File: src/rtl/int_pkg.sv
// Shared types and helpers for the interrupt controller: FSM encoding,
// default sizing and a lowest-index-wins priority encoder.
package int_pkg;

    typedef enum logic [1:0] {
        IDLE    = 2'b00,
        REQ     = 2'b01,
        SERVICE = 2'b10
    } state_t;

    localparam int N_SRC_DEF   = 8;
    localparam int CAUSE_W_DEF = 3;
    // Encoder input width; callers zero-extend their eligible vector to this.
    localparam int MAX_SRC     = 32;

    function automatic logic prio_enc(input logic [MAX_SRC-1:0] vec, output int idx);
        logic valid;
        valid = 1'b0;
        idx   = 0;
        for (int i = MAX_SRC - 1; i >= 0; i--) begin
            if (vec[i]) begin
                valid = 1'b1;
                idx   = i;
            end
        end
        return valid;
    endfunction

endpackage

File: src/rtl/irq_sync_edge.sv
// Two-flop synchroniser per interrupt line plus a delay flop; emits a
// one-cycle pulse on each synchronised rising edge.
module irq_sync_edge #(
    parameter int N_SRC = 8
) (
    input  logic             clk,
    input  logic             rst_n,
    input  logic [N_SRC-1:0] i_irq,
    output logic [N_SRC-1:0] o_rise
);

    logic [N_SRC-1:0] r_s1, r_s2, r_s2d;

    always_ff @(posedge clk or negedge rst_n) begin
        if (!rst_n) begin
            r_s1  <= '0;
            r_s2  <= '0;
            r_s2d <= '0;
        end else begin
            r_s1  <= i_irq;
            r_s2  <= r_s1;
            r_s2d <= r_s2;
        end
    end

    assign o_rise = r_s2 & ~r_s2d;

endmodule

File: src/rtl/int_ctrl.sv
// Interrupt controller: edge-latched pending bits, mask, fixed priority and
// a REQ/SERVICE handshake with the CPU control FSM (int_ack, eret).
module int_ctrl
    import int_pkg::*;
#(
    parameter int N_SRC   = N_SRC_DEF,
    parameter int CAUSE_W = CAUSE_W_DEF
) (
    input  logic               clk,
    input  logic               reset,
    input  logic [N_SRC-1:0]   irq_src,
    input  logic               ie,
    input  logic               mask_we,
    input  logic [N_SRC-1:0]   mask_wdata,
    input  logic               int_ack,
    input  logic               eret,
    output logic               INT,
    output logic [CAUSE_W-1:0] Cause,
    output logic [N_SRC-1:0]   pending_out,
    output logic [N_SRC-1:0]   mask_out,
    output logic [N_SRC-1:0]   inservice_out
);

    state_t             r_state, w_state_nxt;
    logic               r_int, w_int_nxt;
    logic [CAUSE_W-1:0] r_cause, w_cause_nxt;
    logic [N_SRC-1:0]   r_pend, w_pend_nxt;
    logic [N_SRC-1:0]   r_mask;
    logic [N_SRC-1:0]   r_insvc, w_insvc_nxt;
    logic [N_SRC-1:0]   w_rise, w_elig, w_cause_oh;
    logic               w_win_vld;
    int                 w_win_idx;

    irq_sync_edge #(.N_SRC(N_SRC)) u_sync (
        .clk    (clk),
        .rst_n  (reset),
        .i_irq  (irq_src),
        .o_rise (w_rise)
    );

    always_ff @(posedge clk or negedge reset) begin
        if (!reset) begin
            r_state <= IDLE;
            r_int   <= 1'b0;
            r_cause <= '0;
            r_pend  <= '0;
            r_mask  <= '0;
            r_insvc <= '0;
        end else begin
            r_state <= w_state_nxt;
            r_int   <= w_int_nxt;
            r_cause <= w_cause_nxt;
            r_pend  <= w_pend_nxt;
            r_insvc <= w_insvc_nxt;
            if (mask_we)
                r_mask <= mask_wdata;
        end
    end

    always_comb begin
        w_elig      = r_pend & r_mask;
        w_win_vld   = prio_enc(MAX_SRC'(w_elig), w_win_idx);
        w_cause_oh  = '0;
        w_cause_oh[r_cause] = 1'b1;
        w_state_nxt = r_state;
        w_int_nxt   = r_int;
        w_cause_nxt = r_cause;
        // A fresh edge is OR-ed in after any clear, so set beats clear.
        w_pend_nxt  = r_pend | w_rise;
        w_insvc_nxt = r_insvc;
        case (r_state)
            IDLE: begin
                if (ie && w_win_vld) begin
                    w_int_nxt   = 1'b1;
                    w_cause_nxt = CAUSE_W'(w_win_idx);
                    w_state_nxt = REQ;
                end
            end
            REQ: begin
                if (int_ack) begin
                    w_int_nxt   = 1'b0;
                    w_pend_nxt  = (r_pend & ~w_cause_oh) | w_rise;
                    w_insvc_nxt = r_insvc | w_cause_oh;
                    w_state_nxt = SERVICE;
                end else if (!ie || !w_elig[r_cause]) begin
                    w_int_nxt   = 1'b0;
                    w_state_nxt = IDLE;
                end
            end
            SERVICE: begin
                if (eret) begin
                    w_insvc_nxt = '0;
                    w_state_nxt = IDLE;
                end
            end
            default: begin
                w_int_nxt   = 1'b0;
                w_state_nxt = IDLE;
            end
        endcase
    end

    assign INT           = r_int;
    assign Cause         = r_cause;
    assign pending_out   = r_pend;
    assign mask_out      = r_mask;
    assign inservice_out = r_insvc;

endmodule

File: config.mk
export PLATFORM = sky130hd
export DESIGN_NAME = int_ctrl
export DESIGN_NICKNAME = d
export VERILOG_FILES = /design/src/rtl/int_pkg.sv /design/src/rtl/irq_sync_edge.sv /design/src/rtl/int_ctrl.sv
export SDC_FILE = /design/constraint.sdc
export NUM_CORES = 1
export LEC_CHECK = 0
export BUFFER_PORTS_ARGS = -buffer_cell sky130_fd_sc_hd__buf_2
export CORE_UTILIZATION = 51
export DETAILED_ROUTE_END_ITERATION = 7
export HOLD_SLACK_MARGIN = 0.15
export MAX_ROUTING_LAYER = met4
export PLACE_DENSITY = 0.83
export SYNTH_ARGS = -nofsm -noshare
export SYNTH_HDL_FRONTEND = slang
export SYNTH_SLANG_ARGS = --single-unit
File: constraint.sdc
create_clock -name clk -period 1.8 [get_ports clk]
set_input_delay 0.09 -clock clk [delete_from_list [all_inputs] [get_ports clk]]
set_output_delay 0.09 -clock clk [all_outputs]
set_load 0.005 [all_outputs]
# Word-level counts from Yosys, hierarchy flattened
# Cells that the tools add are included.
[word_totals]
regBits = 54
output_inout_bits = 28
in_bits = 22
[op_classes]
n_mux = 34
reduce_logical = 11
eq_ne = 6
n_lt_le_gt_ge = 2
bitwise = 9
[op_table]
columns = ["operator", "count"]
rows = [
  ["8-bit 2-to-1 mux", 4],
  ["8-bit AND", 3],
  ["3-bit 2-to-1 mux", 8],
  ["8-bit bitwise OR", 3],
  ["8-bit inverter", 2],
  ["8-bit case mux with 2 select lines", 1],
  ["1-bit 2-to-1 mux", 13],
  ["3-bit AND reduction", 3],
  ["2-bit 2-to-1 mux", 4],
  ["2-bit inequality test (second input constant)", 3],
  ["2-bit case mux with 3 select lines", 1],
  ["3-bit by 4-bit < comparator with 1-bit output (second input constant)", 1],
  ["1-bit binary-select mux with 3-bit select", 1],
  ["1-bit demux with 3-bit select", 1],
  ["3-bit by 1-bit >= comparator with 1-bit output (second input constant)", 1],
  ["3-bit inequality test (second input constant)", 1],
  ["1-bit case mux with 3 select lines", 1],
  ["2-bit by 1-bit == test with 1-bit output (second input constant)", 1],
  ["2-bit == test (second input constant)", 1],
  ["1-bit logical AND", 2],
  ["1-bit zero test", 2],
  ["2-bit zero test", 1],
  ["2-bit AND reduction", 1],
  ["2-bit nonzero test", 1],
  ["other kinds (2)", 2],
]

# Depth between registers and ports, before layout
# Gate-level depths: netlist of the first run.
[logic_depth]
word_depth = 12
ltp_mapped = 6
mapped_depth_nobuf = 5

# By module
# Synthesis of the first run repeated with hierarchy kept, for this count alone.
[hier_totals]
cells_unflattened = 158
hier_area_um2 = 2072.0
[modules_own_cells]
columns = ["mod", "cells_each", "n_inst", "seq_area_each_um2", "area_each_um2"]
rows = [
  ["int_ctrl", 126, 1, 750.7, 1361.3],
  ["irq_sync_edge", 32, 1, 600.6, 710.7],
]

# Least setup slack after synthesis of the first run
# No wires, ideal clock.
[synth_timing]
path_kind = "reg2reg"
from = "register r_cause[2] (netlist: Cause[2])"
to = "register r_int (netlist: INT)"
n_path_buf = 1
setup_time_ns = 0.118
path_slack_ns = 0.341
period_less_slack_ns = 1.459
arrival_ns = 1.341
path_stages_with_launch = 7
path_cell_list = "dfrtp_1 buf_6 nand2b_4 or3b_1 o2111ai_1 o21ai_1 a21o_1"
[synth_between]
elab_chain_len = 6
[synth_rtl]
columns = ["element", "line", "rtl"]
rows = [
  ["start: declaration", "int_ctrl.sv:26", "logic [CAUSE_W-1:0] r_cause, w_cause_nxt;"],
  ["start signal: assignment", "int_ctrl.sv:52", "r_cause <= w_cause_nxt;"],
  ["1-bit binary-select mux with 3-bit select", "int_ctrl.sv:85", "end else if (!ie || !w_elig[r_cause]) begin"],
  ["1-bit 2-to-1 mux (implied by the code)", "int_ctrl.sv:85", ""],
  ["1-bit zero test", "int_ctrl.sv:85", ""],
  ["1-bit logical OR", "int_ctrl.sv:85", ""],
  ["3-bit inequality test (no source line)", "--", ""],
  ["3-bit AND reduction (no source line)", "--", ""],
  ["end signal: assignment", "int_ctrl.sv:51", "r_int <= w_int_nxt;"],
  ["end: declaration", "int_ctrl.sv:25", "logic r_int, w_int_nxt;"],
]
# Every way passes these cells. The select of a mux whose other input is x is not followed.
# A chain may end at the register's enable or synchronous reset.

# Worst setup path in the final report of the first run
[layout_timing]
from = "register r_cause[1] (netlist: Cause[1])"
to = "register r_int (netlist: INT)"
# The elaborated chain is that of the path after synthesis.

==> flow_summary.yaml, run 1 <==
critical_path:
  arrival_ns: 1.77
  critical_path_required_ns: 2.01
  cp_max_fo: 11
  setup.worst_path.start_class: "flop"
  critPathCaptureType: "flop"
  r2r_start: "Cause[1]"
  crit_type: "flop to flop"
  startpoint: "Cause[1]"
synthesis:
  synth_cell_types: 30
  yosysTopAreaCell: "dfrtp_1"
  synth_area_leaders: "dfrtp_1, mux2_2, o21ai_0, o21a_1, nand2_1"
  syn_area_um2: 1980
  synth_top_area_frac: 0.682
  yosys_most_used_dff: "dfrtp_1"
  ys_seq_area_frac: 0.682
  syn_inst: 159
  ys_warn_count: 0
  netlist_top_cells_count: "dfrtp_1, nand2_1, o21ai_0"
  synth_most_common_cell: "dfrtp_1"
  synth_edf_count: 0
  ys_ff_latch: 54
  synth_nets: 181
  syn_area_per_cell_um2: 12.5
  async_flop_share: 1.00
sta:
  layout_setup_ws_ns: 0.240
  period_minus_slack_ns: 1.56
  setup-violations-final: 0
  setup_tns_ns: 0
  whs_ns: 0.173
  max_freq_ghz: 0.641
  hold_viol_final: 0
  finalMaxSlewViolations: 0
  max_slew.worst_pin.slew_ns: 0.644
  skew_ns: 0.00392
  period_share: 0.867
  relSlewSlack: 0.570
  grt_setup_unrepaired: "false"
route:
  drc: 0
  routedWlPerCell_um: 15.0
  finalWirelength_um: 4240
  ant_nets: 0
  viasPerCell: 5.16
  first_pass_iters: 4
  drt_iter0_drc: 90
  num_vias: 1460
global_route:
  grt_use_total: 0.233
  grt_pass1_wl_um: 6870
  grt_pass1_vias: 1444
  grt_remaining_overflow: 0
  antenna_found_initial: 0
  grt_max_degree: 55
floorplanning:
  die-height_um: 64.3
  initial_core_util: 0.537
  io_pins: 50
  core_um2: 3690
  die_x_um: 64.3
  rows: 22
  die_area_um2: 4140
placement:
  dpl_worst_slack_ns: 0.245
  dp_hpwl_um: 2830
  gp_congestion: 0.968
  io_buffers: 49
  place_area_um2: 2280
pwr:
  p_int_mw: 2.28
  combPwrFrac: 0.261
  p_per_area_nw_per_um2: 1270
  p_clk_frac: 0.241
  switchingPower_mw: 1.01
  switching_share: 0.308
  power_frac_seq: 0.498
  power_leakage_nw: 1.23
  peakVddDrop_v: 0.000730
cells_and_area:
  fin_nets: 256
  diodes: 0
  postLayoutCoreUtil: 0.703
  final_area_um2: 2590
  drive_gt1_frac: 0.294
  area_growth_pct: 30.9
flow_run:
  drv_cap: 0
clock_network:
  h-tree-depth: 2
  clock_path_buffers: 2
  insertion_delay_ns: 0.31
  root_buffer: "clkbuf_8"
  cts_tree: "done"
  cts.sinks: 54
  path_clk_slew_ns: 0.09
  cts_made_buffers: 5
run_status:
  status: "finished, final reports clean"
min_path:
  hp-class: "input pin to flop"
  worstHoldStart: "mask_we"
==> kinds of logic (layout without fill, tap and decap cells) <==
family | Yosys count | after routing | share of synthesized area
AOI/OAI and AO/OA | 40 | 40 | 0.129
buffers and inverters | 15 | 91 | 0.0341
DFF | 54 | 54 | 0.682
muxes | 8 | 8 | 0.0455
and+or+nand+nor | 42 | 42 | 0.109
==> stage by stage <==
step                      instances  total power [mW]
after detailed placement        255              2.47
after global placement          255              2.44
after global routing            283              3.46
after floorplan                 159              2.10
after CTS                       283              3.29
final                           283              3.29
==> critical path, cell delays in order, from the launching register on <==
cell,delay (ns)
dfrtp_1,0.60
nor2b_1,0.23
a22oi_1,0.13
o2111ai_1,0.23
o21ai_1,0.10
a21o_1,0.17
==> power groups by stage <==
stage	Clock, mW	Combinational [mW]	Sequential, mW
5_1_grt	0.851	0.945	1.66
2_1_floorplan	0	0.501	1.60
3_3_place_gp	0	0.804	1.64
4_1_cts	0.802	0.858	1.63
6_report	0.791	0.859	1.64
3_5_place_dp	0	0.809	1.66
==> final timing paths <==
kind                                     to  slack [ns]  cells past startpoint
max                                     INT        0.24                      5
min                             mask_out[0]        0.17                      2
max reg2reg                             INT        0.24                      5
min reg2reg                  u_sync.r_s2[7]        0.35                      0
max in group asynchronous    pending_out[3]        0.95                      3
min in group asynchronous  inservice_out[2]        0.42                      3
==> registers in the layout (all words and copies together), names as in the netlist <==
name / cells
Cause: 3
u_sync.r_s1: 8
inservice_out: 8
INT: 1
pending_out: 8
mask_out: 8
u_sync.r_s2: 8
u_sync.r_s2d: 8
r_state: 2
==> area by class of cell <==
cell class,instances,area [µm²]
repair buffers,72,468
inverters,11,41.3
clock inverters,2,37.5
flip-flops and latches,54,1350
well taps,48,60.1
fillers,273,1100
clock buffers,6,72.6
multi-input cells,90,562
==> repair_timing <==
action                     in CTS  in global routing
setup endpoints to repair       0                  0
hold endpoints to repair       72                  0
buffers inserted                0                  0
gates resized for setup         0                  0
hold buffers                   20                  0
==> layout by cell type (no fill, tap or decap) <==
cell / count
a21boi_0: 2
o211ai_1: 1
mux2_2: 8
o21a_1: 9
o2111ai_1: 2
o22ai_1: 2
nand2_1: 14
clkbuf_1: 1
o21ai_1: 1
or3b_1: 1
clkbuf_8: 5
nor4bb_1: 1
dfrtp_1: 54
nand2b_1: 2
a21oi_1: 3
dlygate4sd3_1: 20
or2b_1: 1
a21o_1: 1
nor2_1: 8
bufinv_16: 1
nor3_1: 2
buf_2: 49
nor2b_1: 2
nand2b_4: 1
or2_2: 1
nand3b_1: 2
a22oi_1: 4
o21ai_0: 14
inv_1: 11
clkinvlp_4: 1
o21bai_1: 1
nor3b_1: 1
nand3_1: 6
buf_4: 3
==> metal layers <==
metal | part of all wire | vias to the layer above | global-route usage
li1 | - | 693 | -
met1 | 0.42 | 694 | 0.290
met2 | 0.50 | 59 | 0.378
met3 | 0.053 | 14 | 0.0446
met4 | 0.023 | 0 | 0.0861
met5 | 0 | - | -
(Power assumes the default switching activity.)
==> run 2: changes to the inputs <==
Settings changed: CORE_MARGIN from default to 8.
==> flow_summary.yaml, run 2 (synthesized netlist as in run 1, its figures left out) <==
floorplanning:
  io_pins: 50
  die_x_um: 78.3
  initial_core_util: 0.537
  core_um2: 3690
  rows: 22
  die-height_um: 78.3
  die_area_um2: 6130
placement:
  dp_hpwl_um: 3290
  gp_congestion: 0.866
  dpl_worst_slack_ns: 0.205
  post-place-cells: 257
  io_buffers: 49
clock_network:
  root_buffer: "clkbuf_8"
  path_clk_slew_ns: 0.10
  clock_path_buffers: 2
  cts_tree: "done"
  cts_setup_buffers: 0
  cts_made_buffers: 5
  insertion_delay_ns: 0.31
  h-tree-depth: 2
  cts.sinks: 54
critical_path:
  r2r_setup_slack_ns: 0.18
  crit_end: "INT"
  crit_type: "flop to flop"
  r2r_start: "Cause[1]"
  cp_max_fo: 11
  reg2reg_depth: 5
  arrival_ns: 1.83
  setup.worst_path.start_class: "flop"
  startpoint: "Cause[1]"
  critical_path_required_ns: 2.01
  reg2reg_to: "INT"
  critPathCaptureType: "flop"
route:
  first_pass_iters: 4
  routedWlPerCell_um: 16.0
  viasPerCell: 5.29
  num_vias: 1501
  drc: 0
  finalWirelength_um: 4530
  drt_iter0_drc: 134
  ant_nets: 0
pwr:
  peakVddDrop_v: 0.000860
  power_leakage_nw: 1.23
  p_per_area_nw_per_um2: 1230
min_path:
  hp-class: "input pin to flop"
cells_and_area:
  diodes: 0
  area_growth_pct: 30.1
  drive_gt1_frac: 0.301
  layout_commonest_cell: "dfrtp_1"
  fin_nets: 257
  final_cell_mix: "dfrtp_1, buf_2, dlygate4sd3_1"
  stdcell_count: 284
  postLayoutCoreUtil: 0.699
sta:
  period_minus_slack_ns: 1.62
  whs_ns: 0.168
  grt_setup_unrepaired: "false"
  finalMaxSlewViolations: 0
  max_freq_ghz: 0.618
  layout_setup_ws_ns: 0.181
  max_slew.worst_pin.slew_ns: 0.448
  setup_tns_ns: 0
  hold_viol_final: 0
  relSlewSlack: 0.701
  skew_ns: 0.00694
  period_share: 0.899
  setup-violations-final: 0
global_route:
  grt_use_total: 0.162
  grt_remaining_overflow: 0
  grt_pass1_vias: 1596
  grt_pass1_wl_um: 7630
  antenna_found_initial: 0
  grt_max_degree: 22
run_status:
  status: "finished, final reports clean"
flow_run:
  drv_cap: 0
==> run 2: changes by cell type in the layout (fill, tap and decap cells not counted) <==
cell / before / now
inv_6: 0 / 1
clkinv_4: 0 / 1
buf_4: 3 / 5
bufinv_16: 1 / 0
dlygate4sd3_1: 20 / 19
clkinvlp_4: 1 / 0
==> run 2: layout make-up <==
type	instances	area, µm²
well taps	48	60.1
repair buffers	73	473
inverters	11	41.3
multi-input cells	90	562
clock inverters	2	17.5
fillers	270	1110
clock buffers	6	72.6
flip-flops and latches	54	1350
==> run 2: worst max-delay path, cell delays in order (launching register included) <==
cell	delay (ns)
dfrtp_1	0.63
nor2b_1	0.25
a22oi_1	0.12
o2111ai_1	0.24
o21ai_1	0.10
a21o_1	0.18
==> run 2: timing repair <==
| action | CTS | global route |
|---|---|---|
| hold buffers | 19 | 0 |
| gates resized for setup | 0 | 0 |
| endpoints found under the hold margin | 71 | 0 |
==> run 2: through the flow <==
stage / cell area [µm²] / total power [mW]
after floorplan: 1980 / 2.10
after global placement: 2300 / 2.47
after detailed placement: 2300 / 2.48
after CTS: 2580 / 3.19
after global routing: 2580 / 3.36
final: 2580 / 3.17
==> run 2: worst min path at each step <==
stage,endpoint,depth (start not counted),start
3_3_place_gp,u_sync.r_s2[6],1,reset
4_1_cts,r_state[0],4,int_ack
5_1_grt,mask_out[7],2,mask_we
2_1_floorplan,Cause[0],0,reset
3_5_place_dp,u_sync.r_s2[6],1,reset
6_report,r_state[0],4,int_ack
==> run 2: layer usage <==
| layer | global-route usage | wire length [µm] |
|---|---|---|
| met5 | - | 0 |
| met4 | 0.0796 | 127 |
| met3 | 0.0433 | 304 |
| met2 | 0.255 | 2220 |
| met1 | 0.187 | 1880 |
==> run 2: power breakdown <==
group          switching (mW)  internal (mW)  leakage (nW)  total [mW]
logic                   0.431          0.435         0.556       0.867
clock network           0.389          0.282        0.0458       0.671
registers               0.207           1.43         0.625        1.63
total                    1.03           2.15          1.23        3.17
